`src/rtl/weight_load_ctrl.sv`:
```
// -----------------------------------------------------------------------------
// weight_load_ctrl
//
// Purpose:
//   Streams the kernel weights of one conv layer from on-chip weight memory
//   into the KERNEL_SIZE x KERNEL_SIZE weight shift window feeding the PE
//   array.  Kernels are visited output channel outer, input channel inner.
//   For each kernel, KERNEL_SIZE*KERNEL_SIZE contiguous words are read, each
//   is forwarded with a one-cycle shift strobe, and kernel_ready is then held
//   until the conv engine signals kernel_consume.
//
// Optional build macro:
//   WLC_BIAS_EN - when defined, one bias word is stored after the last kernel
//                 of every output channel block.  It is read after that
//                 kernel's taps and presented on bias_out/bias_valid.  It never
//                 reaches the shift window.
//
// Ports:
//   clk, rst        clock, asynchronous active-high reset
//   start           one-cycle layer start, honoured only when idle
//   in_ch, out_ch   channel counts, latched on start
//   base_addr       address of the layer's first weight, latched on start
//   w_rd_en/w_addr  weight memory read request
//   w_rdata         weight memory read data, valid the cycle after w_rd_en
//   w_dout/w_shift  weight word and shift strobe to the window
//   kernel_ready    a complete kernel is resident in the window
//   kernel_consume  conv engine is finished with the resident kernel
//   cur_oc, cur_ic  channel coordinates of the resident kernel
//   busy            controller is not idle
//   done            one-cycle pulse once the last kernel has been consumed
//   bias_out        bias word (WLC_BIAS_EN only)
//   bias_valid      one-cycle bias qualifier (WLC_BIAS_EN only)
// -----------------------------------------------------------------------------
module weight_load_ctrl #(
   parameter int DWIDTH      = 16,
   parameter int KERNEL_SIZE = 3,
   parameter int ADDR_WIDTH  = 12,
   parameter int CH_WIDTH    = 6
) (
   input  logic                  clk,
   input  logic                  rst,
   input  logic                  start,
   input  logic [CH_WIDTH-1:0]   in_ch,
   input  logic [CH_WIDTH-1:0]   out_ch,
   input  logic [ADDR_WIDTH-1:0] base_addr,
   output logic                  w_rd_en,
   output logic [ADDR_WIDTH-1:0] w_addr,
   input  logic [DWIDTH-1:0]     w_rdata,
   output logic [DWIDTH-1:0]     w_dout,
   output logic                  w_shift,
   output logic                  kernel_ready,
   input  logic                  kernel_consume,
   output logic [CH_WIDTH-1:0]   cur_oc,
   output logic [CH_WIDTH-1:0]   cur_ic,
   output logic                  busy,
   output logic                  done
`ifdef WLC_BIAS_EN
   ,
   output logic [DWIDTH-1:0]     bias_out,
   output logic                  bias_valid
`endif
);

   localparam int TAPS  = KERNEL_SIZE * KERNEL_SIZE;
   // One spare count so the bias read can be issued after the last tap.
   localparam int TAP_W = $clog2(TAPS + 2);

   typedef enum logic [2:0] {
      S_IDLE,
      S_FETCH,
      S_DRAIN,
      S_READY,
      S_NEXT,
      S_DONE
   } state_t;

   state_t                r_state;
   logic [CH_WIDTH-1:0]   r_in_ch;
   logic [CH_WIDTH-1:0]   r_out_ch;
   logic [CH_WIDTH-1:0]   r_ic;
   logic [CH_WIDTH-1:0]   r_oc;
   logic [ADDR_WIDTH-1:0] r_ptr;
   logic [ADDR_WIDTH-1:0] r_addr;
   logic [TAP_W-1:0]      r_tap;
   logic                  r_rd_en;
   logic                  r_ready;
   logic                  r_busy;
   logic                  r_done;
   logic                  r_vld_p1;

   logic                  w_ic_last;
   logic                  w_oc_last;
   logic [TAP_W-1:0]      w_limit;

   assign w_ic_last = (r_ic == r_in_ch - 1'b1);
   assign w_oc_last = (r_oc == r_out_ch - 1'b1);

`ifdef WLC_BIAS_EN
   logic r_rd_bias;
   logic r_bias_vld_p1;

   // The last input channel of an oc block carries one extra (bias) read.
   assign w_limit = w_ic_last ? TAP_W'(TAPS + 1) : TAP_W'(TAPS);
`else
   assign w_limit = TAP_W'(TAPS);
`endif

   always_ff @(posedge clk or posedge rst) begin
      if (rst) begin
         r_state  <= S_IDLE;
         r_in_ch  <= '0;
         r_out_ch <= '0;
         r_ic     <= '0;
         r_oc     <= '0;
         r_ptr    <= '0;
         r_addr   <= '0;
         r_tap    <= '0;
         r_rd_en  <= 1'b0;
         r_ready  <= 1'b0;
         r_busy   <= 1'b0;
         r_done   <= 1'b0;
         r_vld_p1 <= 1'b0;
`ifdef WLC_BIAS_EN
         r_rd_bias     <= 1'b0;
         r_bias_vld_p1 <= 1'b0;
`endif
      end else begin
         // ---- stage p1: read data returns from memory ----
`ifdef WLC_BIAS_EN
         r_vld_p1      <= r_rd_en & ~r_rd_bias;
         r_bias_vld_p1 <= r_rd_en & r_rd_bias;
`else
         r_vld_p1      <= r_rd_en;
`endif

         // ---- stage p0: read request sequencing ----
         case (r_state)
            S_IDLE: begin
               r_rd_en <= 1'b0;
               if (start) begin
                  r_in_ch  <= in_ch;
                  r_out_ch <= out_ch;
                  r_ic     <= '0;
                  r_oc     <= '0;
                  r_busy   <= 1'b1;
                  if (in_ch == '0 || out_ch == '0) begin
                     r_ptr   <= base_addr;
                     r_state <= S_DONE;
                  end else begin
                     // First read goes out on this edge so w_rd_en is seen
                     // the cycle right after start.
                     r_rd_en <= 1'b1;
                     r_addr  <= base_addr;
                     r_ptr   <= base_addr + 1'b1;
                     r_tap   <= TAP_W'(1);
`ifdef WLC_BIAS_EN
                     r_rd_bias <= 1'b0;
`endif
                     r_state <= S_FETCH;
                  end
               end
            end

            S_FETCH: begin
               if (r_tap < w_limit) begin
                  r_rd_en <= 1'b1;
                  r_addr  <= r_ptr;
                  r_ptr   <= r_ptr + 1'b1;
                  r_tap   <= r_tap + 1'b1;
`ifdef WLC_BIAS_EN
                  // Only the read following the last tap can be the bias.
                  r_rd_bias <= (r_tap == TAP_W'(TAPS));
`endif
               end else begin
                  r_rd_en <= 1'b0;
`ifdef WLC_BIAS_EN
                  r_rd_bias <= 1'b0;
`endif
                  r_state <= S_DRAIN;
               end
            end

            S_DRAIN: begin
               // Final word is being shifted this cycle.
               r_ready <= 1'b1;
               r_state <= S_READY;
            end

            S_READY: begin
               if (kernel_consume) begin
                  r_ready <= 1'b0;
                  r_state <= S_NEXT;
               end
            end

            S_NEXT: begin
               if (!w_ic_last || !w_oc_last) begin
                  if (!w_ic_last) begin
                     r_ic <= r_ic + 1'b1;
                  end else begin
                     r_ic <= '0;
                     r_oc <= r_oc + 1'b1;
                  end
                  // Pointer carries on contiguously into the next kernel.
                  r_rd_en <= 1'b1;
                  r_addr  <= r_ptr;
                  r_ptr   <= r_ptr + 1'b1;
                  r_tap   <= TAP_W'(1);
`ifdef WLC_BIAS_EN
                  r_rd_bias <= 1'b0;
`endif
                  r_state <= S_FETCH;
               end else begin
                  r_done  <= 1'b1;
                  r_state <= S_DONE;
               end
            end

            S_DONE: begin
               // Arriving from NEXT the pulse is already up; arriving
               // straight from IDLE (empty layer) it is raised here first.
               if (r_done) begin
                  r_done  <= 1'b0;
                  r_busy  <= 1'b0;
                  r_state <= S_IDLE;
               end else begin
                  r_done <= 1'b1;
               end
            end

            default: begin
               r_state <= S_IDLE;
            end
         endcase
      end
   end

   assign w_rd_en      = r_rd_en;
   assign w_addr       = r_addr;
   assign w_shift      = r_vld_p1;
   // The memory's output register is the data stage aligned with w_shift;
   // the word is gated so the window input is quiet between strobes.
   assign w_dout       = r_vld_p1 ? w_rdata : '0;
   assign kernel_ready = r_ready;
   assign cur_oc       = r_oc;
   assign cur_ic       = r_ic;
   assign busy         = r_busy;
   assign done         = r_done;

`ifdef WLC_BIAS_EN
   assign bias_valid = r_bias_vld_p1;
   assign bias_out   = r_bias_vld_p1 ? w_rdata : '0;
`endif

endmodule

```
`config.mk`:
```
export PLATFORM = sky130hd
export DESIGN_NAME = weight_load_ctrl
export DESIGN_NICKNAME = d
export VERILOG_FILES = /design/src/rtl/weight_load_ctrl.sv
export SDC_FILE = /design/constraint.sdc
export NUM_CORES = 1
export LEC_CHECK = 0
export BUFFER_PORTS_ARGS = -buffer_cell sky130_fd_sc_hd__buf_2
export CORE_MARGIN = 3
export CORE_UTILIZATION = 35
export CTS_BUF_LIST = sky130_fd_sc_hd__clkbuf_16
export DETAILED_ROUTE_END_ITERATION = 10
export GPL_TIMING_DRIVEN = 0
export HOLD_SLACK_MARGIN = 0.06
export PLACE_DENSITY = 0.64
export SYNTH_ARGS = -nofsm -noshare
export SYNTH_HDL_FRONTEND = slang
export SYNTH_SLANG_ARGS = --single-unit
```
`constraint.sdc`:
```
create_clock -name clk -period 3.4 [get_ports clk]
set_clock_uncertainty 0.1 [all_clocks]
set_input_delay 0.17 -clock clk [delete_from_list [all_inputs] [get_ports clk]]
set_output_delay 0.17 -clock clk [all_outputs]
set_load 0.05 [all_outputs]
```
==> results.toml, run 1 <==
[setup_path]
endpoint_kind = "flip-flop"
crit_end = "w_addr[1]"
critPathSlowestCell = "or4_1"
cp-start-kind = "flip-flop"
crit_arrival_ns = 3.04
max_stage_delay_ns = 0.55
startpoint = "r_out_ch[0]"
worstPathRequired_ns = 3.51
crit_chain = "or4_1 -> or3_1 -> a2111oi_2 -> nand4_1 -> nand3_2 -> buf_4 -> mux2_2"
r2r_slack_ns = 0.47
worstSetupPathType = "reg -> reg"
reg2reg_to = "w_addr[1]"
r2r-start = "r_out_ch[0]"
cp_max_fo = 10
r2r_cells = 7

[sta]
worstMarginPinSlew_ns = 0.736
clock.fmax_ghz = 0.341
fin_crit_sh_pct = 86.3
final-setup-viol-count = 0
fin_crit_ns = 2.93
rsz0062_at_grt = "no"
tns_ns = 0
finalHoldViolations = 0
slew_headroom_pct = 50.9
drv_slew = 0

[grt]
grt_usage_pct = 17.9
grt_pass1_vias = 3433
grt_max_degree = 34
antenna_found_initial = 0
grt_first_pass_wirelength_mm = 17.1
gr-total-overflow = 0

[cells_and_area]
nets = 598
design_area_sq_um = 4840
syn_to_final_growth_pct = 27.5
n_antenna_cell = 0
drive_above_1_share_pct = 26.0
final_util_pct = 46.3

[flow_run]
maxCapViolCount = 0

[yosys]
async_flop_share_pct = 100
synth_top_family_by_area = "simple AND/OR/NAND/NOR gates"
synthFlopType = "dfrtp_1"
synth_top_area_share_pct = 39.5
avgSynthCellArea_sq_um = 8.78
synthesis.instances = 433
synthMostInstantiatedCell = "nand2_1"
synth_commonest_cells = "nand2_1, dfrtp_1, o21ai_0"
ys_ff_latch = 60
synth_xor_area_share_pct = 5.89
yosys.area_share.adder_pct = 2.63
synthDistinctLibCells = 54
synthMuxAreaShare_pct = 8.10
synth_area_sq_um = 3800
synth_top_area_cell = "dfrtp_1"
synthTopCellsByArea = "dfrtp_1, nand2_1, mux2_2"
syn-num-nets = 485
synth_compound_area_share_pct = 14.7
synthSimpleGateAreaFrac_pct = 24.4
synth-seq-area-share_pct = 39.5
yosys_warnings = 0
synth_edf_count = 0

[power_and_ir_drop]
irDropWorstVdd_mv = 0.385
leakagePower_nw = 2.23
p_clk_share_pct = 18.3
swShare_pct = 47.7
switchingPower_w = 0.00229
combPwrFrac_pct = 54.6
power_frac_seq_pct = 27.1
pwr_density_cell_nw_per_um2 = 989
internal-power_w = 0.00251

[clocking]
htreeDepth = 3
cts_sinks = 60
clock_latency_ns = 0.33
postCtsHoldBufs = 13
cts_buffers = 9
cts_tree = "yes"
post_cts_buffers = 0
cts.repair.resized = 0
clockBufferDepth = 2
clk_pin_slew_ns = 0.05
cts-root-buf = "clkbuf_16"

[routing]
drt-total-wl_mm = 10.4
drcViolationCount = 0
viasPerCell = 5.33
dr.pass1.iters = 5
final_antenna_net_count = 0
vias = 3661
first_iter_violations = 195
wl_per_cell_microns = 15.2

[status]
outcome = "finished, final reports clean"

[floorplanning]
start_util_pct = 36.3
io-pin-count = 89
die_w_microns = 110
coreArea_sq_um = 10500
die_area_sq_um = 12100
rows = 37
die_y_microns = 110

[min_path]
hold_path_class = "in -> reg"

[placed_design]
dpl_cell_area_sq_um = 4430
dp_hpwl_mm = 7.69
gp_congestion = 0.876
io_buffers = 88
final cells by class:
class	instances	area (sq um)
buffer	25	124
clock buffer	9	225
clock inverter	7	57.6
fill	1007	5620
inverter	16	60.1
multi-input combinational	332	2110
sequential	60	1500
tap	136	170
timing repair buffer	102	591
power groups by stage:
stage	Sequential [W]	Clock (W)	Combinational [W]
detailed placement	0.00130	0	0.00259
finish	0.00130	0.000879	0.00262
global placement	0.00129	0	0.00253
global route	0.00135	0.000929	0.00288
CTS	0.00129	0.000894	0.00262
floorplan	0.00164	0	0.00161
logic make-up (layout without fill, tap and decap cells):
| logic type | Yosys count | count (layout) |
|---|---|---|
| XOR/XNOR | 24 | 24 |
| AO/OA/AOI/OAI | 87 | 87 |
| flip-flops | 60 | 60 |
| adder cells (fa/ha/maj) | 8 | 8 |
| AND/OR/NAND/NOR | 185 | 185 |
| buffers and inverters | 41 | 159 |
| multiplexers | 28 | 28 |
stage by stage:
step / std cells / worst slack [ns] / hold WS (ns) / total power [W]
finish: 687 / 0.467 / 0.0706 / 0.00479
global route: 687 / 0.282 / 0.0988 / 0.00515
CTS: 687 / 0.442 / 0.0642 / 0.00480
detailed placement: 658 / 0.449 / 0.247 / 0.00389
global placement: 657 / 0.493 / 0.275 / 0.00382
floorplan: 433 / 0.761 / 0.175 / 0.00325
sequential cells by signal, indices dropped and copies added, names as in the netlist:
signal,flops
r_out_ch,6
w_shift,1
busy,1
w_addr,12
kernel_ready,1
cur_ic,6
r_in_ch,6
r_ptr,12
w_rd_en,1
done,1
r_state,3
cur_oc,6
r_tap,4
metal layers:
layer	part of all wire, %	routed length (microns)	track usage (%)	vias up
li1	-	-	-	1781
met1	45	4740	24.4	1748
met2	47	4890	28.1	119
met3	6.2	647	3.32	13
met4	1.6	168	7.39	0
met5	0	0	0	-
how the worst min path moves through the flow:
| stage | to | cells past startpoint | start | slack (ns) |
|---|---|---|---|---|
| finish | kernel_ready | 4 | kernel_consume | 0.07 |
| detailed placement | w_shift | 2 | rst | 0.25 |
| CTS | kernel_ready | 4 | kernel_consume | 0.06 |
| global placement | r_in_ch[3] | 3 | in_ch[3] | 0.28 |
| global route | w_addr[5] | 3 | base_addr[5] | 0.1 |
| floorplan | r_in_ch[2] | 2 | in_ch[2] | 0.18 |
worst max-delay path: cells and delay by family, from the launching register on:
family / cells / cell delay [ns]
buffers and inverters: 1 / 0.22
AOI/OAI and AO/OA: 1 / 0.44
DFF: 1 / 0.40
muxes: 1 / 0.35
and+or+nand+nor: 4 / 1.30
cells in the final DEF (no fill, tap or decap), drive strengths merged, types with 3 or more instances in the layout:
| cell type | synthesis | layout |
|---|---|---|
| mux2i | 6 | 6 |
| xor2 | 4 | 4 |
| nor2b | 3 | 3 |
| nand3 | 19 | 19 |
| clkinv | 1 | 7 |
| nand4 | 15 | 15 |
| xnor2 | 19 | 19 |
| or2 | 4 | 4 |
| dlygate4sd3 | 0 | 13 |
| dfrtp | 60 | 60 |
| or3 | 5 | 5 |
| nor4 | 6 | 6 |
| nor2 | 25 | 25 |
| a32o | 3 | 3 |
| o41ai | 4 | 4 |
| mux2 | 22 | 22 |
| clkbuf | 19 | 28 |
| o22ai | 7 | 7 |
| and2 | 21 | 21 |
| o21ai | 27 | 27 |
| buf | 6 | 95 |
| a31oi | 16 | 16 |
| nor3 | 4 | 4 |
| ha | 8 | 8 |
| inv | 15 | 15 |
| and3 | 5 | 5 |
| a21oi | 14 | 14 |
| nand2 | 68 | 68 |
(Power assumes the default switching activity.)
==> inputs of run 2 (changes only) <==
--- a/config.mk
+++ b/config.mk
@@ -7,12 +7,12 @@
 export LEC_CHECK = 0
 export BUFFER_PORTS_ARGS = -buffer_cell sky130_fd_sc_hd__buf_2
 export CORE_MARGIN = 3
-export CORE_UTILIZATION = 35
+export CORE_UTILIZATION = 25
 export CTS_BUF_LIST = sky130_fd_sc_hd__clkbuf_16
 export DETAILED_ROUTE_END_ITERATION = 10
 export GPL_TIMING_DRIVEN = 0
 export HOLD_SLACK_MARGIN = 0.06
-export PLACE_DENSITY = 0.64
+export PLACE_DENSITY = 0.51
 export SYNTH_ARGS = -nofsm -noshare
 export SYNTH_HDL_FRONTEND = slang
 export SYNTH_SLANG_ARGS = --single-unit
==> run 2 against run 1 <==
Design area grew 1.8%. Sequential power about the same. Critical path depth unchanged. Via count down 1.7%. Register-to-register slack got worse by 0.02 ns. Non-clock buffer count did not move. Critical endpoint unchanged. First-iteration DRC count is 15% lower. Global-route usage down 4.8 points.
==> results.toml, run 2 (synthesized netlist as in run 1, its figures left out) <==
[setup_path]
cp_max_fo = 10
critPathSlowestCell = "or4_1"
max_stage_delay_ns = 0.55
endpoint_kind = "flip-flop"
worstPathRequired_ns = 3.51
crit_arrival_ns = 3.06
worstSetupPathType = "reg -> reg"
cp-start-kind = "flip-flop"
crit_chain = "or4_1 -> or3_1 -> a2111oi_2 -> nand4_1 -> nand3_2 -> buf_4 -> mux2_2"

[cells_and_area]
syn_to_final_growth_pct = 29.7
nets = 598
multiInputGateArea_sq_um = 2110
regArea_sq_um = 1500
fillers = 1489
final_cells = 735
n_antenna_cell = 0
final_common_cell = "buf_2"
mostFrequentLayoutCells = "buf_2, nand2_1, dfrtp_1"
drive_above_1_share_pct = 26.0
design_area_sq_um = 4930

[clocking]
cts_sinks = 60
postCtsHoldBufs = 13
cts.repair.resized = 0
clk_pin_slew_ns = 0.05
cts-root-buf = "clkbuf_16"
cts_buffers = 9
clock_latency_ns = 0.33
cts_tree = "yes"
post_cts_buffers = 0
clockBufferDepth = 2
htreeDepth = 3

[routing]
final_antenna_net_count = 0
dr.pass1.iters = 4
viasPerCell = 4.89
drcViolationCount = 0
drt-total-wl_mm = 10.8
first_iter_violations = 166
vias = 3597
wl_per_cell_microns = 14.7

[placed_design]
dp_cells = 706
io_buffers = 88
dpl_cell_area_sq_um = 4490
gp_congestion = 0.820
dp_hpwl_mm = 8.15

[floorplanning]
rows = 44
die_w_microns = 129
coreArea_sq_um = 14700
die_area_sq_um = 16700
start_util_pct = 25.9
die_y_microns = 129
io-pin-count = 89

[grt]
grt_usage_pct = 13.1
antenna_found_initial = 0
grt_max_degree = 40
grt_pass1_vias = 3567
gr-total-overflow = 0
grt_first_pass_wirelength_mm = 17.6

[sta]
worstMarginPinSlew_ns = 0.754
final-setup-viol-count = 0
rsz0062_at_grt = "no"
drv_slew = 0
tns_ns = 0
finalHoldViolations = 0
fin_crit_ns = 2.95
slew_headroom_pct = 49.7
fin_crit_sh_pct = 86.7
clock.fmax_ghz = 0.339

[min_path]
hold_path_class = "in -> reg"

[power_and_ir_drop]
total_power_w = 0.00485
pwr_density_cell_nw_per_um2 = 985
leakagePower_nw = 2.25
irDropWorstVdd_mv = 0.309

[status]
outcome = "finished, final reports clean"

[flow_run]
maxCapViolCount = 0
## run 2: cell count changes in the layout (fill, tap and decap cells not counted)
cell,previous run,this run
inv_1,14,15
clkinv_2,4,3
clkinv_1,3,2
bufinv_16,1,2
## run 2: worst max-delay path: cells and delay by family, from the launching register on
family	cells	cell delay, ns
compound gates	1	0.44
flops	1	0.40
mux	1	0.34
simple gates	4	1.32
buf+inv	1	0.22
## run 2: final cells by class
class                   instances  share of cell area, %
clock buffers                   9                   4.57
flip-flops and latches         60                   30.5
clock inverters                 7                   1.68
repair buffers                102                   12.0
plain buffers                  25                   2.51
well taps                     184                   4.67
inverters                      16                   1.22
multi-input cells             332                   42.9
## run 2: metal layers
| metal | track usage, % | vias up | wire, microns |
|---|---|---|---|
| met2 | 21.5 | 105 | 4980 |
| met5 | 0 | - | 0 |
| li1 | - | 1779 | - |
| met4 | 6.55 | 0 | 304 |
| met1 | 17.1 | 1694 | 5070 |
| met3 | 1.48 | 19 | 432 |
## run 2: path summary, 6_finish.rpt
path | startpoint | cells after the start | slack (ns) | end
worst max-delay path | r_out_ch[0] | 7 | 0.45 | w_addr[1]
worst min-delay path | base_addr[5] | 3 | 0.08 | w_addr[5]
worst max register to register | r_out_ch[0] | 7 | 0.45 | w_addr[1]
worst min register to register | w_rd_en | 0 | 0.35 | w_shift
max in group asynchronous | rst | 4 | 2.25 | r_ptr[1]
min in group asynchronous | rst | 3 | 0.34 | r_ptr[8]
## run 2: power by group
part	switching (W)	internal [W]	leakage [nW]
logic	0.00167	0.000931	1.36
clock network	0.000324	0.000632	0.158
registers	0.000280	0.00102	0.729
total	0.00227	0.00258	2.25
## run 2: per-stage QoR
step                      hold WS (ns)  setup slack (ns)  utilization [%]
after floorplan                  0.175             0.761                -
after global placement           0.278             0.424             30.4
after detailed placement         0.142             0.419             30.5
after CTS                       0.0705             0.408             33.5
after global routing            0.0971             0.321             33.5
final                           0.0820             0.452             33.5
==> inputs of run 3 (changes only) <==
--- a/config.mk
+++ b/config.mk
@@ -10,7 +10,6 @@
 export CORE_UTILIZATION = 25
 export CTS_BUF_LIST = sky130_fd_sc_hd__clkbuf_16
 export DETAILED_ROUTE_END_ITERATION = 10
-export GPL_TIMING_DRIVEN = 0
 export HOLD_SLACK_MARGIN = 0.06
 export PLACE_DENSITY = 0.51
 export SYNTH_ARGS = -nofsm -noshare
==> run 3 against run 2 <==
Critical path depth stayed put. Non-clock buffer count decreased by 16. Register-to-register slack better by 0.09 ns. Clock-buffer cell count did not move. Largest power group unchanged. Die area did not move. Via count down 2.4%. Total power is 2.8% lower. Sequential cell count stayed put. Clock power decreased by 11%. Fmax is 3.2% higher. Hold slack got worse by 0.011 ns.
==> results.toml, run 3 (synthesized netlist as in run 1, its figures left out) <==
[sta]
final-setup-viol-count = 0
finalHoldViolations = 0
hold-worst-slack_ns = 0.0714
drv_slew = 0
fin_crit_sh_pct = 84.0
rsz0062_at_grt = "no"
fin_crit_ns = 2.86
clock.fmax_ghz = 0.350
slew_headroom_pct = 43.9
worstMarginPinSlew_ns = 0.840
tns_ns = 0

[placed_design]
gp_congestion = 0.776
dpl_cell_area_sq_um = 4420
dp_cells = 690
dp_hpwl_mm = 7.78
io_buffers = 88

[clocking]
clk_pin_slew_ns = 0.05
cts-root-buf = "clkbuf_16"
cts_sinks = 60
clock_latency_ns = 0.33
htreeDepth = 3
cts_buffers = 9
clockBufferDepth = 2
cts_tree = "yes"

[grt]
grt_max_degree = 39
grt_usage_pct = 12.8
gr-total-overflow = 0
grt_pass1_vias = 3487
grt_first_pass_wirelength_mm = 17.2
antenna_found_initial = 0

[cells_and_area]
final_common_cell = "buf_2"
design_area_sq_um = 4830
drive_above_1_share_pct = 26.5
final_util_pct = 32.9
mostFrequentLayoutCells = "buf_2, nand2_1, dfrtp_1"
syn_to_final_growth_pct = 27.2
final_cells = 719
nets = 582
n_antenna_cell = 0

[setup_path]
cp_max_fo = 11
worstSetupPathType = "reg -> reg"
cp-start-kind = "flip-flop"
worstPathRequired_ns = 3.52
endpoint_kind = "flip-flop"
crit_arrival_ns = 2.97

[routing]
first_iter_violations = 173
final_antenna_net_count = 0
drt-total-wl_mm = 10.6
viasPerCell = 4.88
dr.pass1.iters = 4
wl_per_cell_microns = 14.8
drcViolationCount = 0
vias = 3512

[power_and_ir_drop]
irDropWorstVdd_mv = 0.396
pwr_density_cell_nw_per_um2 = 977
leakagePower_nw = 2.22

[floorplanning]
die_y_microns = 129
die_area_sq_um = 16700
coreArea_sq_um = 14700
start_util_pct = 25.9
rows = 44
io-pin-count = 89
die_w_microns = 129

[status]
outcome = "finished, final reports clean"

[flow_run]
maxCapViolCount = 0

[min_path]
hold_path_class = "in -> reg"
-- run 3: cell types whose count changed in the layout (fill, tap and decap cells not counted), moves of 3 or more --
cell,before,now
clkbuf_1,18,0
buf_4,1,10
buf_2,91,88
clkinv_2,3,0
inv_1,15,18
-- run 3: worst max-delay path, cell delays in order, from the launching register on --
cell	delay, ns
dfrtp_1	0.41
or4_1	0.53
or3_1	0.34
a2111oi_2	0.40
and4_1	0.41
buf_4	0.23
nor2_2	0.05
a32o_1	0.27
-- run 3: routing by layer --
| layer | GRT usage [%] | part of all wire (%) | routed length, microns |
|---|---|---|---|
| met5 | 0 | 0 | 0 |
| met4 | 5.00 | 1.3 | 142 |
| met3 | 2.10 | 3.7 | 394 |
| met2 | 22.0 | 49 | 5250 |
| met1 | 16.1 | 45 | 4830 |
-- run 3: path summary, 6_finish.rpt --
| check | start | end | slack, ns | depth (start not counted) |
|---|---|---|---|---|
| min | kernel_consume | kernel_ready | 0.07 | 4 |
| max in group asynchronous | rst | r_state[1] | 1.88 | 4 |
| min reg2reg | w_rd_en | w_shift | 0.34 | 0 |
| max reg2reg | r_out_ch[0] | cur_ic[2] | 0.54 | 7 |
| max | r_out_ch[0] | cur_ic[2] | 0.54 | 7 |
| min in group asynchronous | rst | w_shift | 0.48 | 3 |
-- run 3: what timing repair did --
action,in CTS,in global routing
hold buffers,13,0
gates resized for setup,0,0
endpoints found under the hold margin,49,0
buffers inserted,0,0
-- run 3: where the power goes --
group	leakage (nW)	switching (W)	total, W	internal [W]
clock	0.149	0.000300	0.000850	0.000550
combinational	1.35	0.00161	0.00254	0.000927
sequential	0.729	0.000310	0.00133	0.00102
-- run 3: metrics by stage --
step	worst slack (ns)	total power [W]
2_1_floorplan	0.761	0.00325
3_3_place_gp	0.597	0.00383
3_5_place_dp	0.525	0.00387
4_1_cts	0.514	0.00476
5_1_grt	0.337	0.00508
6_report	0.543	0.00472
-- run 3: area by class of cell --
| type | count | area [sq um] |
|---|---|---|
| Timing Repair Buffer | 111 | 646 |
| Inverter | 16 | 60.1 |
| Clock buffer | 9 | 225 |
| Multi-Input combinational cell | 332 | 2120 |
| Tap cell | 184 | 230 |
| Clock inverter | 7 | 52.6 |
| Fill cell | 1484 | 9870 |
| Sequential cell | 60 | 1500 |
